<file path="config.mk">
export PLATFORM = sky130hd
export DESIGN_NAME = lstm_act_pwl
export DESIGN_NICKNAME = d
export VERILOG_FILES = /design/src/rtl/lstm_act_pkg.sv /design/src/rtl/lstm_act_lane.sv /design/src/rtl/lstm_act_pwl.sv
export SDC_FILE = /design/constraint.sdc
export NUM_CORES = 1
export LEC_CHECK = 0
export CAP_MARGIN = 20
export CORE_ASPECT_RATIO = 0.7
export CORE_MARGIN = 4
export CORE_UTILIZATION = 55
export CTS_CLUSTER_SIZE = 14
export DETAILED_ROUTE_END_ITERATION = 10
export PLACE_DENSITY = 0.74
export SYNTH_ARGS = -nofsm -noshare
export SYNTH_HDL_FRONTEND = slang
export SYNTH_SLANG_ARGS = --single-unit
</file>
<file path="constraint.sdc">
create_clock -name clk -period 5.6 [get_ports clk]
set_input_delay 1.4 -clock clk [delete_from_list [all_inputs] [get_ports clk]]
set_output_delay 1.4 -clock clk [all_outputs]
set_load 0.01 [all_outputs]
</file>
<file path="src/rtl/lstm_act_pkg.sv">
// lstm_act_pkg: mode codes and PLAN breakpoint/offset constants for the activation unit
package lstm_act_pkg;
  localparam logic ACT_SIGMOID = 1'b0;
  localparam logic ACT_TANH = 1'b1;
  typedef struct packed {
    logic [31:0] b1;
    logic [31:0] b2;
    logic [31:0] b3;
    logic [31:0] o1;
    logic [31:0] o2;
    logic [31:0] o3;
    logic [31:0] o4;
  } plan_t;
  function automatic plan_t plan_consts(input int fl);
    plan_t p;
    p.b1 = 32'd1 << fl;
    p.b2 = 32'd19 << (fl - 3);
    p.b3 = 32'd5 << fl;
    p.o1 = 32'd1 << (fl - 1);
    p.o2 = 32'd5 << (fl - 3);
    p.o3 = 32'd27 << (fl - 5);
    p.o4 = 32'd1 << fl;
    return p;
  endfunction
endpackage

</file>
<file path="src/rtl/lstm_act_lane.sv">
// lstm_act_lane: one-lane 3-stage sigmoid/tanh PLAN datapath
module lstm_act_lane
  import lstm_act_pkg::*;
#(
  parameter int D_WL = 16,
  parameter int D_FL = 12
) (
  input  logic            clk,
  input  logic            rst_n,
  input  logic            en,
  input  logic [2:0]      ld,
  input  logic            mode,
  input  logic [D_WL-1:0] x,
  output logic [D_WL-1:0] d_o
);
  localparam int AW = D_WL + 2;
  localparam plan_t P = plan_consts(D_FL);
  localparam logic [AW-1:0] ONE = AW'(P.b1);
  localparam logic [AW-1:0] BRK = AW'(P.b2);
  localparam logic [AW-1:0] FIVE = AW'(P.b3);
  localparam logic [AW-1:0] OF1 = AW'(P.o1);
  localparam logic [AW-1:0] OF2 = AW'(P.o2);
  localparam logic [AW-1:0] OF3 = AW'(P.o3);
  localparam logic [AW-1:0] ONE_R = AW'(P.o4);
  logic s1_q, s1_d, m1_q, m1_d, s2_q, s2_d, m2_q, m2_d;
  logic [AW-1:0] a1_q, a1_d, y2_q, y2_d, xe, mag, dbl, y2, t3, r3;
  logic [D_WL-1:0] d3_q, d3_d;
  always_comb begin
    xe = {{2{x[D_WL-1]}}, x};
    mag = x[D_WL-1] ? -xe : xe;
    dbl = (mode == ACT_TANH) ? mag << 1 : mag;
    s1_d = (en && ld[0]) ? x[D_WL-1] : s1_q;
    m1_d = (en && ld[0]) ? mode : m1_q;
    a1_d = (en && ld[0]) ? ((dbl >= FIVE) ? FIVE : dbl) : a1_q;
    y2 = (a1_q >= FIVE) ? ONE :
         (a1_q >= BRK)  ? (a1_q >> 5) + OF3 :
         (a1_q >= ONE)  ? (a1_q >> 3) + OF2 : (a1_q >> 2) + OF1;
    s2_d = (en && ld[1]) ? s1_q : s2_q;
    m2_d = (en && ld[1]) ? m1_q : m2_q;
    y2_d = (en && ld[1]) ? y2 : y2_q;
    t3 = (y2_q << 1) - ONE_R;
    r3 = (m2_q == ACT_TANH) ? (s2_q ? -t3 : t3) : (s2_q ? ONE_R - y2_q : y2_q);
    d3_d = (en && ld[2]) ? D_WL'(r3) : d3_q;
  end
  always_ff @(posedge clk) begin
    if (!rst_n) begin
      s1_q <= 1'b0;
      m1_q <= 1'b0;
      a1_q <= '0;
      s2_q <= 1'b0;
      m2_q <= 1'b0;
      y2_q <= '0;
      d3_q <= '0;
    end else begin
      s1_q <= s1_d;
      m1_q <= m1_d;
      a1_q <= a1_d;
      s2_q <= s2_d;
      m2_q <= m2_d;
      y2_q <= y2_d;
      d3_q <= d3_d;
    end
  end
  assign d_o = d3_q;
endmodule

</file>
<file path="src/rtl/lstm_act_pwl.sv">
// lstm_act_pwl: multi-lane sigmoid/tanh activation, 3-stage pipeline with valid/ready backpressure
module lstm_act_pwl
  import lstm_act_pkg::*;
#(
  parameter int D_WL = 16,
  parameter int D_FL = 12,
  parameter int LANES = 4
) (
  input  logic                  clk,
  input  logic                  rst_n,
  input  logic                  mode,
  input  logic                  in_valid,
  output logic                  in_ready,
  input  logic                  in_last,
  input  logic [LANES*D_WL-1:0] x,
  output logic                  o_valid,
  input  logic                  o_ready,
  output logic                  o_last,
  output logic [LANES*D_WL-1:0] d_o,
  output logic                  busy
);
  logic stall, en;
  logic v1_q, v1_d, v2_q, v2_d, v3_q, v3_d;
  logic l1_q, l1_d, l2_q, l2_d, l3_q, l3_d;
  assign stall = v3_q && !o_ready;
  assign en = !stall;
  assign in_ready = en;
  assign o_valid = v3_q;
  assign o_last = l3_q;
  assign busy = v1_q || v2_q || v3_q;
  // a stall freezes every stage, so bubbles keep their slots
  always_comb begin
    v1_d = en ? in_valid : v1_q;
    v2_d = en ? v1_q : v2_q;
    v3_d = en ? v2_q : v3_q;
    l1_d = en ? (in_valid && in_last) : l1_q;
    l2_d = en ? l1_q : l2_q;
    l3_d = en ? l2_q : l3_q;
  end
  always_ff @(posedge clk) begin
    if (!rst_n) begin
      v1_q <= 1'b0;
      v2_q <= 1'b0;
      v3_q <= 1'b0;
      l1_q <= 1'b0;
      l2_q <= 1'b0;
      l3_q <= 1'b0;
    end else begin
      v1_q <= v1_d;
      v2_q <= v2_d;
      v3_q <= v3_d;
      l1_q <= l1_d;
      l2_q <= l2_d;
      l3_q <= l3_d;
    end
  end
  for (genvar i = 0; i < LANES; i++) begin : g_lane
    lstm_act_lane #(.D_WL(D_WL), .D_FL(D_FL)) u_lane (
      .clk  (clk),
      .rst_n(rst_n),
      .en   (en),
      .ld   ({v2_q, v1_q, in_valid}),
      .mode (mode),
      .x    (x[i*D_WL +: D_WL]),
      .d_o  (d_o[i*D_WL +: D_WL])
    );
  end
endmodule

</file>
; Yosys cells after proc, flatten, opt, wreduce, memory -nomap -nowiden
; Cells that the tools add are included.
[word_totals]
in_bits = 70
word_cells = 117
ff_bits = 216
n_memories = 0
out_inout_bits = 68
latch_bits = 0
ramBits = 0
mem_bits_ro = 0
[op_classes]
n_eq_ne = 0
n_addsub = 28
mux = 36
magnitude_cmp = 16
shifts = 0
bitwise_logic = 0
n_mul = 0
reduce_logical = 9
n_div = 0
[ops]
columns = operator, count
row1 = $mux W16, 24
row2 = $mux W18, 12
row3 = $ge A18 B15 Y1 const B, 8
row4 = $ge A18 B13 Y1 const B, 4
row5 = $ge A18 B14 Y1 const B, 4
row6 = $neg A18 Y18, 4
row7 = $add A15 B12 Y16 const B, 4
row8 = $add A16 B12 Y16 const B, 4
row9 = $neg A16 Y16, 4
row10 = $sub A13 B16 Y16 const A, 4
row11 = $sub A16 B13 Y16 const B, 4
row12 = $add A13 B12 Y14 const B, 4
row13 = $logic_and A1 B1 Y1, 5
row14 = $logic_not A1 Y1, 2
row15 = $logic_or A1 B1 Y1, 2

; Logic depth before layout (Yosys ltp)
; Gate-level depths: netlist of run 1.
[depth]
word_depth = 5
depth_mapped = 11
mapped_depth_nobuf = 8

; Modules after synthesis
; From an unflattened synthesis of run 1, not the netlist that was laid out.
[unflattened]
hier_cells = 1916
area_unflattened_um2 = 15332.2
[modules_own_cells]
columns = module, cells_each, seq_area_each_um2, instances, area_each_um2
row1 = lstm_act_lane at g_lane[1].u_lane ..., 461, 1081.0, 2, 3767.4
row2 = lstm_act_lane at g_lane[2].u_lane, 488, 1081.0, 1, 3849.9
row3 = lstm_act_lane at g_lane[0].u_lane, 480, 1081.0, 1, 3679.8
row4 = lstm_act_pwl, 26, 120.1, 1, 267.8

; Worst setup path before layout of run 1
; No wires, ideal clock.
[synth_timing]
path_kind = input -> register
start = input x[0]
end = register g_lane[0].u_lane.a1_q[10]
path_stages = 10
path_buffers = 2
required_ns = 5.539
arrival_ns = 3.715
path_slack_ns = 1.824
path_cell_list = inv_1 > ha_1 > or3b_1 > buf_2 > or3_4 > or4b_4 > a2111o_1 > o211ai_2 > buf_6 > a32o_1
[synth_via]
elab_chain_len = 5
[synth_lines]
columns = item, line
row1 = from (decl), lstm_act_pwl.sv:15  ; input logic [LANES*D_WL-1:0] x,
row2 = $neg A18 Y18, lstm_act_lane.sv:30  ; mag = x[D_WL-1] ? -xe : xe;
row3 = $mux W18 *, lstm_act_lane.sv:30
row4 = $mux W18 *, lstm_act_lane.sv:31  ; dbl = (mode == ACT_TANH) ? mag << 1 : mag;
row5 = $ge A18 B15 Y1, lstm_act_lane.sv:34  ; a1_d = (en && ld[0]) ? ((dbl >= FIVE) ? FIVE : dbl) : a1_q;
row6 = $mux W18 *, lstm_act_lane.sv:34
row7 = to (signal assigned), lstm_act_lane.sv:49  ; a1_q <= '0;
row8 = to (signal assigned), lstm_act_lane.sv:57  ; a1_q <= a1_d;
row9 = to (decl), lstm_act_lane.sv:26  ; logic [AW-1:0] a1_q, a1_d, y2_q, y2_d, xe, mag, dbl, y2, t3, r3;
; Every way passes the cells marked *; elsewhere a longest branch is shown, timed or not.
; A chain may end at the register's enable or synchronous reset.

; Worst setup path in the final report of run 1
[layout_timing]
start = input o_ready
end = output in_ready
[layout_via]
elab_chain_len = 3
[layout_lines]
columns = item, line
row1 = from (decl), lstm_act_pwl.sv:17  ; input logic o_ready,
row2 = $logic_not A1 Y1, lstm_act_pwl.sv:25  ; assign stall = v3_q && !o_ready;
row3 = $logic_and A1 B1 Y1, lstm_act_pwl.sv:25
row4 = $logic_not A1 Y1, lstm_act_pwl.sv:26  ; assign en = !stall;
row5 = to (decl), lstm_act_pwl.sv:13  ; output logic in_ready,
; No other way between the ends.

==> impl_metrics.xml, run 1 <==
<?xml version="1.0" encoding="UTF-8"?>
<metrics>
  <group name="detailed_routing">
    <metric name="detailedRoute.firstPassIterationCount" unit="">7</metric>
    <metric name="drt_iter0_drc" unit="">958</metric>
    <metric name="vias_per_cell" unit="">6.187</metric>
    <metric name="detailroute.via_count" unit="">13740</metric>
    <metric name="routed_wirelength" unit="mm">37.71</metric>
    <metric name="route.detailed.wl_per_inst" unit="um">16.98</metric>
    <metric name="route.detailed.drc" unit="">0</metric>
    <metric name="drt.antenna.violating_nets" unit="">0</metric>
  </group>
  <group name="synth">
    <metric name="synth_async_sr_flop_share" unit="">0</metric>
    <metric name="synth-edff-count" unit="">0</metric>
    <metric name="synth.yosys.warnings" unit="">0</metric>
    <metric name="most_area_hungry_cell_type_in_the_yosys_netlist" unit="">sky130_fd_sc_hd__dfxtp_1</metric>
    <metric name="synth_sequential_area_ratio" unit="">0.2957</metric>
    <metric name="synth_area_leaders" unit="">sky130_fd_sc_hd__dfxtp_1 (30%), sky130_fd_sc_hd__mux2i_1 (6.1%), sky130_fd_sc_hd__nand2_1 (4.9%)</metric>
    <metric name="synth_fp_nets" unit="">1944</metric>
    <metric name="netlist_area" unit="mm^2">0.01463</metric>
    <metric name="gate_count_of_the_mapped_netlist" unit="">1826</metric>
    <metric name="synth.ff_latch_count" unit="">216</metric>
    <metric name="yosysUniqueCellTypes" unit="">81</metric>
    <metric name="yosys.area.top_type_share" unit="">0.2957</metric>
    <metric name="synth_flop_cell" unit="">sky130_fd_sc_hd__dfxtp_1</metric>
    <metric name="post_synthesis_mean_instance_area" unit="um^2">8.009</metric>
  </group>
  <group name="critical_path">
    <metric name="setup.worst_path.end_class" unit="">primary output</metric>
    <metric name="timing.critical_path.slowest_stage_cell" unit="">sky130_fd_sc_hd__clkdlybuf4s50_1</metric>
    <metric name="crit_path_max_fanout" unit="">11</metric>
    <metric name="critical_path.max_stage_delay" unit="ns">0.55</metric>
    <metric name="cpLargestDelayFamily" unit="">buffers and inverters</metric>
    <metric name="startpoint_type" unit="">primary input</metric>
    <metric name="critPathKind" unit="">primary input to primary output</metric>
    <metric name="crit_path_frequent_cell" unit="">sky130_fd_sc_hd__clkdlybuf4s50_1</metric>
    <metric name="rr_worst_depth" unit="">7</metric>
    <metric name="crit_path_required_time" unit="ns">4.20</metric>
    <metric name="setup.reg_to_reg.worst_slack" unit="ns">2.82</metric>
    <metric name="r2r-end" unit="">g_lane[0].u_lane.y2_q[10]</metric>
    <metric name="worstPathArrival" unit="ns">3.00</metric>
    <metric name="worstPathBufferInverterCount" unit="">3</metric>
    <metric name="timing.critical_path.cells" unit="">clkdlybuf4s50_1 -&gt; nor2b_1 -&gt; inv_1 -&gt; clkdlybuf4s50_1</metric>
    <metric name="launch_point_of_the_worst_reg_to_reg_path" unit="">o_valid</metric>
  </group>
  <group name="sta">
    <metric name="fin_clk_skew" unit="ns">0.01628</metric>
    <metric name="hold_viol_final" unit="">0</metric>
    <metric name="layout_min_cycle_time" unit="ns">4.398</metric>
    <metric name="postLayoutSetupSlackWorst" unit="ns">1.202</metric>
    <metric name="fin_worst_hold_slack" unit="ns">0.4602</metric>
    <metric name="min_period_over_period" unit="">0.7853</metric>
    <metric name="unrepaired_setup_endpoints_after_global_routing" unit="">no</metric>
    <metric name="max-slew-margin-rel" unit="">0.3524</metric>
    <metric name="maximum_clock_rate" unit="MHz">227.4</metric>
    <metric name="max_slew.worst_pin.slew" unit="ns">0.9714</metric>
    <metric name="fin_tns_setup" unit="ns">0</metric>
    <metric name="finalMaxSlewViolations" unit="">0</metric>
    <metric name="setup_violations" unit="">0</metric>
  </group>
  <group name="hold_path">
    <metric name="holdCritStartpoint" unit="">g_lane[2].u_lane.d_o[9]</metric>
    <metric name="cell_depth_of_the_worst_hold_path" unit="">2</metric>
    <metric name="timing.hold.worst_endpoint" unit="">g_lane[2].u_lane.d_o[9]</metric>
    <metric name="hold_class" unit="">flop to flop</metric>
  </group>
  <group name="floorplan">
    <metric name="die_w" unit="um">202.9</metric>
    <metric name="rows" unit="">49</metric>
    <metric name="die_height" unit="um">144.4</metric>
    <metric name="initial_core_util" unit="">0.5640</metric>
    <metric name="core" unit="mm^2">0.02593</metric>
    <metric name="die-area" unit="mm^2">0.02931</metric>
    <metric name="io_pins" unit="">138</metric>
  </group>
  <group name="placed_design">
    <metric name="placed_cell_area" unit="mm^2">0.01598</metric>
    <metric name="placement.io_buffers" unit="">137</metric>
    <metric name="dpl_worst_slack" unit="ns">0.8070</metric>
    <metric name="dp_hpwl" unit="mm">27.02</metric>
    <metric name="gp_congestion" unit="">0.8899</metric>
    <metric name="placed_cells" unit="">2184</metric>
  </group>
  <group name="clocking">
    <metric name="cts-root-to-sink-buffers" unit="">3</metric>
    <metric name="cts.repair.resized" unit="">0</metric>
    <metric name="cts.root.buffer_cell" unit="">sky130_fd_sc_hd__clkbuf_16</metric>
    <metric name="hold_buffers" unit="">0</metric>
    <metric name="cts-htree-levels" unit="">1</metric>
    <metric name="cts_tree" unit="">yes</metric>
    <metric name="cts_setup_buffers" unit="">0</metric>
    <metric name="cts.reportedPaths.clkPinSlew" unit="ns">0.06</metric>
    <metric name="cts_buffers" unit="">21</metric>
    <metric name="tritoncts_num_sinks" unit="">216</metric>
    <metric name="worst_skew_pair_later_pin_latency" unit="ns">0.51</metric>
  </group>
  <group name="pwr">
    <metric name="power_density" unit="mW/mm^2">241.2</metric>
    <metric name="leakagePower" unit="nW">6.163</metric>
    <metric name="totalPowerFinal" unit="mW">4.025</metric>
    <metric name="irDropWorstVdd" unit="uV">177.6</metric>
  </group>
  <group name="grt">
    <metric name="grt_max_degree" unit="">98</metric>
    <metric name="grt_pass1_wl" unit="mm">62.53</metric>
    <metric name="overflow" unit="">0</metric>
    <metric name="globalRouteTotalUtil" unit="">0.2476</metric>
    <metric name="vias_in_the_first_global_route" unit="">12940</metric>
    <metric name="antenna_found_initial" unit="">1</metric>
  </group>
  <group name="run_status">
    <metric name="run_status" unit="">finished clean</metric>
  </group>
  <group name="job">
    <metric name="maxCapViolCount" unit="">0</metric>
  </group>
  <group name="final_layout">
    <metric name="postLayoutCellArea" unit="mm^2">0.01669</metric>
    <metric name="diodes" unit="">0</metric>
    <metric name="flow.area_growth_from_synthesis" unit="%">14.12</metric>
    <metric name="final-instance-count-excl-fill" unit="">2220</metric>
    <metric name="drive_gt1_frac" unit="">0.04885</metric>
    <metric name="finalCoreUtilization" unit="">0.6436</metric>
    <metric name="finalNetCount" unit="">1968</metric>
  </group>
</metrics>
logic make-up after synthesis:
group,Yosys count,synth area share
xor gates and xnor gates,115,0.06887
adders and majority gates,48,0.04106
muxes,99,0.07400
buffers and inverters,211,0.05604
AOI/OAI and AO/OA,563,0.2656
DFF,216,0.2957
and+or+nand+nor,574,0.1988
report_power, final:
| group | switching (mW) | internal, mW |
|---|---|---|
| combinational | 0.500 | 0.366 |
| sequential | 0.0911 | 1.60 |
| clock | 0.591 | 0.875 |
| total | 1.18 | 2.84 |
state kept, by name (all words and copies together) (netlist names), 4 cells and up:
signal	cells
g_lane.u_lane.a1_q	72
g_lane.u_lane.d_o	64
g_lane.u_lane.y2_q	64
g_lane.u_lane.s1_q	4
g_lane.u_lane.s2_q	4
Yosys cell counts, drive strengths merged, types with 8 or more instances:
library cell,instances
a31oi,27
mux2i,89
xnor2,63
a21boi,43
nor4,27
and2,20
buf,30
nand4,16
nor2,86
a22o,64
nor3,33
nor2b,29
or4,26
o211ai,24
a32o,25
a211oi,16
nor3b,8
or3,14
dfxtp,216
xor2,52
nand3,54
o21ai,132
nand2b,11
ha,48
o41ai,25
o31ai,16
o311ai,9
nand2,191
or2,12
clkbuf,126
inv,53
a21oi,112
and3,24
final cells by class:
| cell class | count | area (um^2) |
|---|---|---|
| Sequential cell | 216 | 4328 |
| Clock inverter | 3 | 68.82 |
| Clock buffer | 33 | 640.6 |
| Fill cell | 2271 | 9243 |
| Inverter | 55 | 206.4 |
| Tap cell | 357 | 446.7 |
| Timing Repair Buffer | 157 | 1516 |
| Multi-Input combinational cell | 1399 | 9484 |
worst max path at each step:
stage	from	end	slack [ns]	cells after the start
2_1_floorplan	x[0]	g_lane[0].u_lane.a1_q[10]	1.82	10
3_3_place_gp	x[53]	g_lane[3].u_lane.a1_q[4]	0.89	7
3_5_place_dp	x[52]	g_lane[3].u_lane.a1_q[3]	0.81	7
4_1_cts	o_ready	in_ready	1.17	4
5_1_grt	o_ready	in_ready	1.03	4
6_report	o_ready	in_ready	1.20	4
worst register-to-register path: stages (launching register included):
cell and delay, ns:
sky130_fd_sc_hd__dfxtp_1 0.32, sky130_fd_sc_hd__nor2b_1 0.19, sky130_fd_sc_hd__inv_1 0.30, sky130_fd_sc_hd__nand2_1 0.45
sky130_fd_sc_hd__or4_1 0.56, sky130_fd_sc_hd__a21oi_1 0.26, sky130_fd_sc_hd__and2_1 0.41, sky130_fd_sc_hd__a32o_1 0.23
per-layer routing:
layer,part of all wire,vias to the layer above,GRT usage
met2,0.48,302,0.4384
met5,0,-,0
li1,-,6780,-
met3,0.045,64,0.03631
met4,0.019,0,0.05212
met1,0.46,6589,0.3251
cell usage in the layout (no fill, tap or decap), drive strengths merged, types with 27 or more instances in the layout:
master and count:
inv 54, a22o 64, a21oi 112, nor3 33, nor2b 29, nor2 86
nand3 54, dfxtp 216, a31oi 27, clkdlybuf4s50 135, ha 48, a21boi 43
xnor2 63, xor2 52, nor4 27, nand2 191, mux2i 89, clkbuf 33
o21ai 132
No activity file was read; power rests on OpenSTA's default activity.
==> inputs of run 2 (changes only) <==
CORE_UTILIZATION = 53   (was 55)
PLACE_DENSITY = 0.75   (was 0.74)
clock period = 3.65 ns   (was 5.6 ns; I/O delays follow)
==> impl_metrics.xml, run 2 (synthesis results as in run 1) <==
<?xml version="1.0" encoding="UTF-8"?>
<metrics>
  <group name="run_status">
    <metric name="run_status" unit="">finished clean</metric>
  </group>
  <group name="detailed_routing">
    <metric name="drt_iter0_drc" unit="">891</metric>
    <metric name="route.detailed.drc" unit="">0</metric>
    <metric name="drt.antenna.violating_nets" unit="">0</metric>
    <metric name="detailroute.via_count" unit="">14110</metric>
    <metric name="detailedRoute.firstPassIterationCount" unit="">5</metric>
    <metric name="route.detailed.wl_per_inst" unit="um">16.82</metric>
    <metric name="vias_per_cell" unit="">6.115</metric>
    <metric name="routed_wirelength" unit="mm">38.81</metric>
  </group>
  <group name="placed_design">
    <metric name="dpl_worst_slack" unit="ns">-0.2167</metric>
    <metric name="placement.io_buffers" unit="">137</metric>
    <metric name="dp_hpwl" unit="mm">28.58</metric>
    <metric name="placed_cell_area" unit="mm^2">0.01663</metric>
    <metric name="gp_congestion" unit="">0.9130</metric>
  </group>
  <group name="clocking">
    <metric name="cts_buffers" unit="">21</metric>
    <metric name="hold_buffers" unit="">0</metric>
    <metric name="cts_setup_buffers" unit="">0</metric>
    <metric name="cts.reportedPaths.clkPinSlew" unit="ns">0.07</metric>
    <metric name="worst_skew_pair_later_pin_latency" unit="ns">0.50</metric>
    <metric name="tritoncts_num_sinks" unit="">216</metric>
    <metric name="cts-htree-levels" unit="">1</metric>
    <metric name="cts.repair.resized" unit="">0</metric>
    <metric name="cts_tree" unit="">yes</metric>
    <metric name="cts-root-to-sink-buffers" unit="">3</metric>
    <metric name="cts.root.buffer_cell" unit="">sky130_fd_sc_hd__clkbuf_16</metric>
  </group>
  <group name="grt">
    <metric name="antenna_found_initial" unit="">0</metric>
    <metric name="grt_pass1_wl" unit="mm">64.65</metric>
    <metric name="overflow" unit="">0</metric>
    <metric name="vias_in_the_first_global_route" unit="">13280</metric>
    <metric name="globalRouteTotalUtil" unit="">0.2452</metric>
    <metric name="grt_max_degree" unit="">59</metric>
  </group>
  <group name="sta">
    <metric name="max_slew.worst_pin.slew" unit="ns">0.8890</metric>
    <metric name="hold_viol_final" unit="">0</metric>
    <metric name="fin_clk_skew" unit="ns">0.01905</metric>
    <metric name="unrepaired_setup_endpoints_after_global_routing" unit="">no</metric>
    <metric name="min_period_over_period" unit="">0.9240</metric>
    <metric name="setup_violations" unit="">0</metric>
    <metric name="layout_min_cycle_time" unit="ns">3.373</metric>
    <metric name="fin_tns_setup" unit="ns">0</metric>
    <metric name="max-slew-margin-rel" unit="">0.4019</metric>
    <metric name="maximum_clock_rate" unit="MHz">296.5</metric>
    <metric name="finalMaxSlewViolations" unit="">0</metric>
    <metric name="postLayoutSetupSlackWorst" unit="ns">0.2775</metric>
  </group>
  <group name="critical_path">
    <metric name="startpoint_type" unit="">primary input</metric>
    <metric name="crit_path_required_time" unit="ns">4.08</metric>
    <metric name="launch_point_of_the_worst_reg_to_reg_path" unit="">g_lane[2].u_lane.y2_q[2]</metric>
    <metric name="crit_path_max_fanout" unit="">11</metric>
    <metric name="rr_worst_depth" unit="">6</metric>
    <metric name="critPathKind" unit="">primary input to flop</metric>
    <metric name="cp-startpoint" unit="">x[23]</metric>
    <metric name="setup.worst_path.end_class" unit="">flop</metric>
    <metric name="worstPathArrival" unit="ns">3.80</metric>
    <metric name="setup.reg_to_reg.worst_slack" unit="ns">1.03</metric>
  </group>
  <group name="floorplan">
    <metric name="die_height" unit="um">147.0</metric>
    <metric name="io_pins" unit="">138</metric>
    <metric name="die-area" unit="mm^2">0.03036</metric>
    <metric name="initial_core_util" unit="">0.5424</metric>
    <metric name="die_w" unit="um">206.5</metric>
    <metric name="rows" unit="">50</metric>
    <metric name="core" unit="mm^2">0.02696</metric>
  </group>
  <group name="final_layout">
    <metric name="leading_cell_types_in_the_layout_fill_and_taps_excluded" unit="">sky130_fd_sc_hd__dfxtp_1 (215), sky130_fd_sc_hd__nand2_1 (190), sky130_fd_sc_hd__clkdlybuf4s50_1 (135)</metric>
    <metric name="finalCoreUtilization" unit="">0.6405</metric>
    <metric name="n_fill_cell" unit="">2352</metric>
    <metric name="postLayoutCellArea" unit="mm^2">0.01727</metric>
    <metric name="max_ffs_per_register" unit="">72</metric>
    <metric name="diodes" unit="">0</metric>
    <metric name="layout.cells.most_common" unit="">sky130_fd_sc_hd__dfxtp_1</metric>
    <metric name="drive_gt1_frac" unit="">0.08852</metric>
    <metric name="finalNetCount" unit="">2050</metric>
    <metric name="regMostFlops" unit="">g_lane.u_lane.a1_q</metric>
    <metric name="flow.area_growth_from_synthesis" unit="%">18.09</metric>
  </group>
  <group name="pwr">
    <metric name="power_density" unit="mW/mm^2">352.5</metric>
    <metric name="totalPowerFinal" unit="mW">6.087</metric>
    <metric name="irDropWorstVdd" unit="uV">278.3</metric>
    <metric name="leakagePower" unit="nW">6.537</metric>
  </group>
  <group name="hold_path">
    <metric name="cell_depth_of_the_worst_hold_path" unit="">2</metric>
    <metric name="hold_class" unit="">flop to flop</metric>
    <metric name="holdCritStartpoint" unit="">l2_q</metric>
  </group>
  <group name="job">
    <metric name="maxCapViolCount" unit="">0</metric>
  </group>
</metrics>
[run 2: cell count changes in the layout (fill, tap and decap cells not counted), moves of 2 or more]
cell and change:
sky130_fd_sc_hd__clkinv_2 +4, sky130_fd_sc_hd__buf_4 +79, sky130_fd_sc_hd__clkbuf_8 -5, sky130_fd_sc_hd__buf_12 +2, sky130_fd_sc_hd__clkinv_4 +2
[run 2: worst paths after layout]
check / endpoint
min reg2reg: o_last
min: o_last
max: g_lane[1].u_lane.a1_q[10]
max reg2reg: g_lane[2].u_lane.d_o[15]
[run 2: area by class of cell]
cell class              instances  area [um^2]  share of cell area
multi-input cells            1399         9484              0.5492
well taps                     364        455.4             0.02637
clock buffers                  27        568.0             0.03289
clock inverters                 7        67.56            0.003912
flip-flops and latches        216         4328              0.2506
inverters                      55        206.4             0.01195
repair buffers                239         2161              0.1251
[run 2: power by group]
group / total (mW) / internal (mW) / switching (mW)
clock: 2.08 / 1.17 / 0.914
combinational: 1.41 / 0.622 / 0.784
sequential: 2.60 / 2.46 / 0.143
total: 6.09 / 4.25 / 1.84
[run 2: critical path, stage by stage]
cell and delay [ns]:
sky130_fd_sc_hd__clkdlybuf4s50_1 0.44, sky130_fd_sc_hd__or4_1 0.67, sky130_fd_sc_hd__o41ai_2 0.49, sky130_fd_sc_hd__xor2_1 0.22
sky130_fd_sc_hd__a21boi_1 0.11, sky130_fd_sc_hd__o22ai_1 0.66, sky130_fd_sc_hd__a32o_1 0.29
[run 2: metrics by stage]
step | instances | hold WS, ns
6_report | 2307 | 0.4565
5_1_grt | 2307 | 0.4967
4_1_cts | 2307 | 0.4603
3_5_place_dp | 2273 | 0.4490
3_3_place_gp | 2272 | 0.4499
2_1_floorplan | 1826 | 0.4254
[run 2: per-layer routing]
layer	vias up	wire length, um	GRT usage
met1	6747	17540	0.3361
li1	6957	-	-
met3	53	1664	0.02758
met5	-	0	0
met4	0	506	0.04023
met2	351	19100	0.4238
==> edit (settings of run 2) <==
Take the reset off `a1_q`, `y2_q` and `d3_q` and load them in a clocked block of their own.
--- a/src/rtl/lstm_act_lane.sv
+++ b/src/rtl/lstm_act_lane.sv
@@ -46,20 +46,20 @@
     if (!rst_n) begin
       s1_q <= 1'b0;
       m1_q <= 1'b0;
-      a1_q <= '0;
       s2_q <= 1'b0;
       m2_q <= 1'b0;
-      y2_q <= '0;
-      d3_q <= '0;
     end else begin
       s1_q <= s1_d;
       m1_q <= m1_d;
-      a1_q <= a1_d;
       s2_q <= s2_d;
       m2_q <= m2_d;
-      y2_q <= y2_d;
-      d3_q <= d3_d;
     end
+  end
+
+  always_ff @(posedge clk) begin
+    a1_q <= a1_d;
+    y2_q <= y2_d;
+    d3_q <= d3_d;
   end
   assign d_o = d3_q;
 endmodule
Formal check against the unedited RTL: differs if rst_n is asserted again (counterexample within 4 cycles, from zero or initial values and one cycle with rst_n low); with rst_n held inactive, the same outputs for 4 cycles.
==> edit against run 2 <==
  * Design area grew 8.7%
  * Count of clock-buffer cells in the layout grew 7
  * Clock power grew 21%
  * Wire length shrank 3.7%
  * Sequential cell count is the same
  * Setup slack gained 27 ps
  * Total power grew 11%
  * Area after synthesis grew 6.1%
==> edit: results (changes against run 2) <==
| Metric | Value |
|---|---|
| Iteration-0 DRC count of the detailed router | 1475 (+66%) |
| Post-synthesis adder-cell area fraction | 3.869% (-0.24 points) |
| Pleak | 0.006825 uW (+4.4%) |
| Post-synthesis sequential area ratio | 40.75% (+11 points) |
| P_comb | 1190 uW (-16%) |
| Logic gate share of total power | 17.7% (-5.4 points) |
| Crit path from | x[34] |
| Seq. pwr | 3040 uW (+17%) |
| Critical Path Fanout Max | 10 (-1) |
| Synth Area in Compound Gates | 21.08% (-5.5 points) |
| Cell variety after synth | 88 (+8.6%) |
| Final worst slack | 304.7 ps (+27.21 ps) |
| Post-route insts no fill | 2215 (-4.0%) |
| Hold_sp | g_lane[1].u_lane.m1_q$_SDFFE_PN0P_ |
| Synthesized instance count | 1637 (-10%) |
| CTS Buf Count | 24 (+14%) |
| Min-Delay Endpoint | g_lane[2].u_lane.m2_q$_SDFFE_PN0P_ |
| Worst-Margin Slew | 897.5 ps (+8.456 ps) |
| Outcome | finished, final reports clean |
| Hold slack final | 459.5 ps (+2.969 ps) |
| R2R Setup Slk | 630 ps (-400 ps) |
| Layout cell share with drive strength beyond 1 | 13.24% (+4.4 points) |
| Routability cong. | 0.8835 (-3.2%) |
| Layout Skew | 21.40 ps (+2.358 ps) |
| Number of synthesized flops with an enable pin | 200 (+200) |
| Mux cell area share after synthesis | 5.538% (-1.9 points) |
| Final #Nets | 1936 (-5.6%) |
| Sw power | 1729 uW (-6.1%) |
| Vias per cell | 5.944 (-2.8%) |
| Worst-skew pair later-pin latency | 520 ps (+20 ps) |
| Initial antenna violation count | 1 (+1) |
| Peak supply drop | 0.2758 mV (-0.89%) |
| Placed Area | 0.01793 mm^2 (+7.8%) |
| Synth Area in XOR/XNOR | 5.465% (-1.4 points) |
| Post-Route WL | 37370 um (-3.7%) |
| Worst setup endpoint | g_lane[2].u_lane.a1_q[1]$_SDFFCE_PP0P_ |
| Largest net degree at the start of global routing | 137 (+130%) |
| Synth top area cells | edfxtp_1 39%, nand2_1 3.9%, ha_1 3.9% |
-- edit: cell type report --
type / instances / area (um^2)
antenna: 1 / 2.502
clock buffer: 34 / 679.4
clock inverter: 10 / 153.9
fill: 2353 / 10120
inverter: 56 / 210.2
multi-input combinational: 1260 / 8549
sequential: 216 / 6330
tap: 378 / 473.0
timing repair buffer: 260 / 2367
-- edit: worst max-delay path, stage by stage --
cell and delay (ps):
clkdlybuf4s50_1 420, or4_1 550, or3_1 340, nor4b_1 420
buf_4 200, nor2_1 50, a22oi_2 540, a211oi_1 140
-- edit: cell families (layout without fill, tap and decap cells) --
family	Yosys count	count (layout)
multiplexers	70	70
AO/OA/AOI/OAI	458	458
other	1	21
adder cells (fa/ha/maj)	48	48
XOR/XNOR	96	96
buffers and inverters	180	360
flip-flops	216	216
AND/OR/NAND/NOR	568	568
-- edit: routing by layer --
layer	share of wire (%)	track usage (%)	vias to the layer above
li1	-	-	6532
met1	51	38.30	6058
met2	40	31.00	533
met3	7.5	2.629	43
met4	1.4	4.184	0
met5	0	0	-
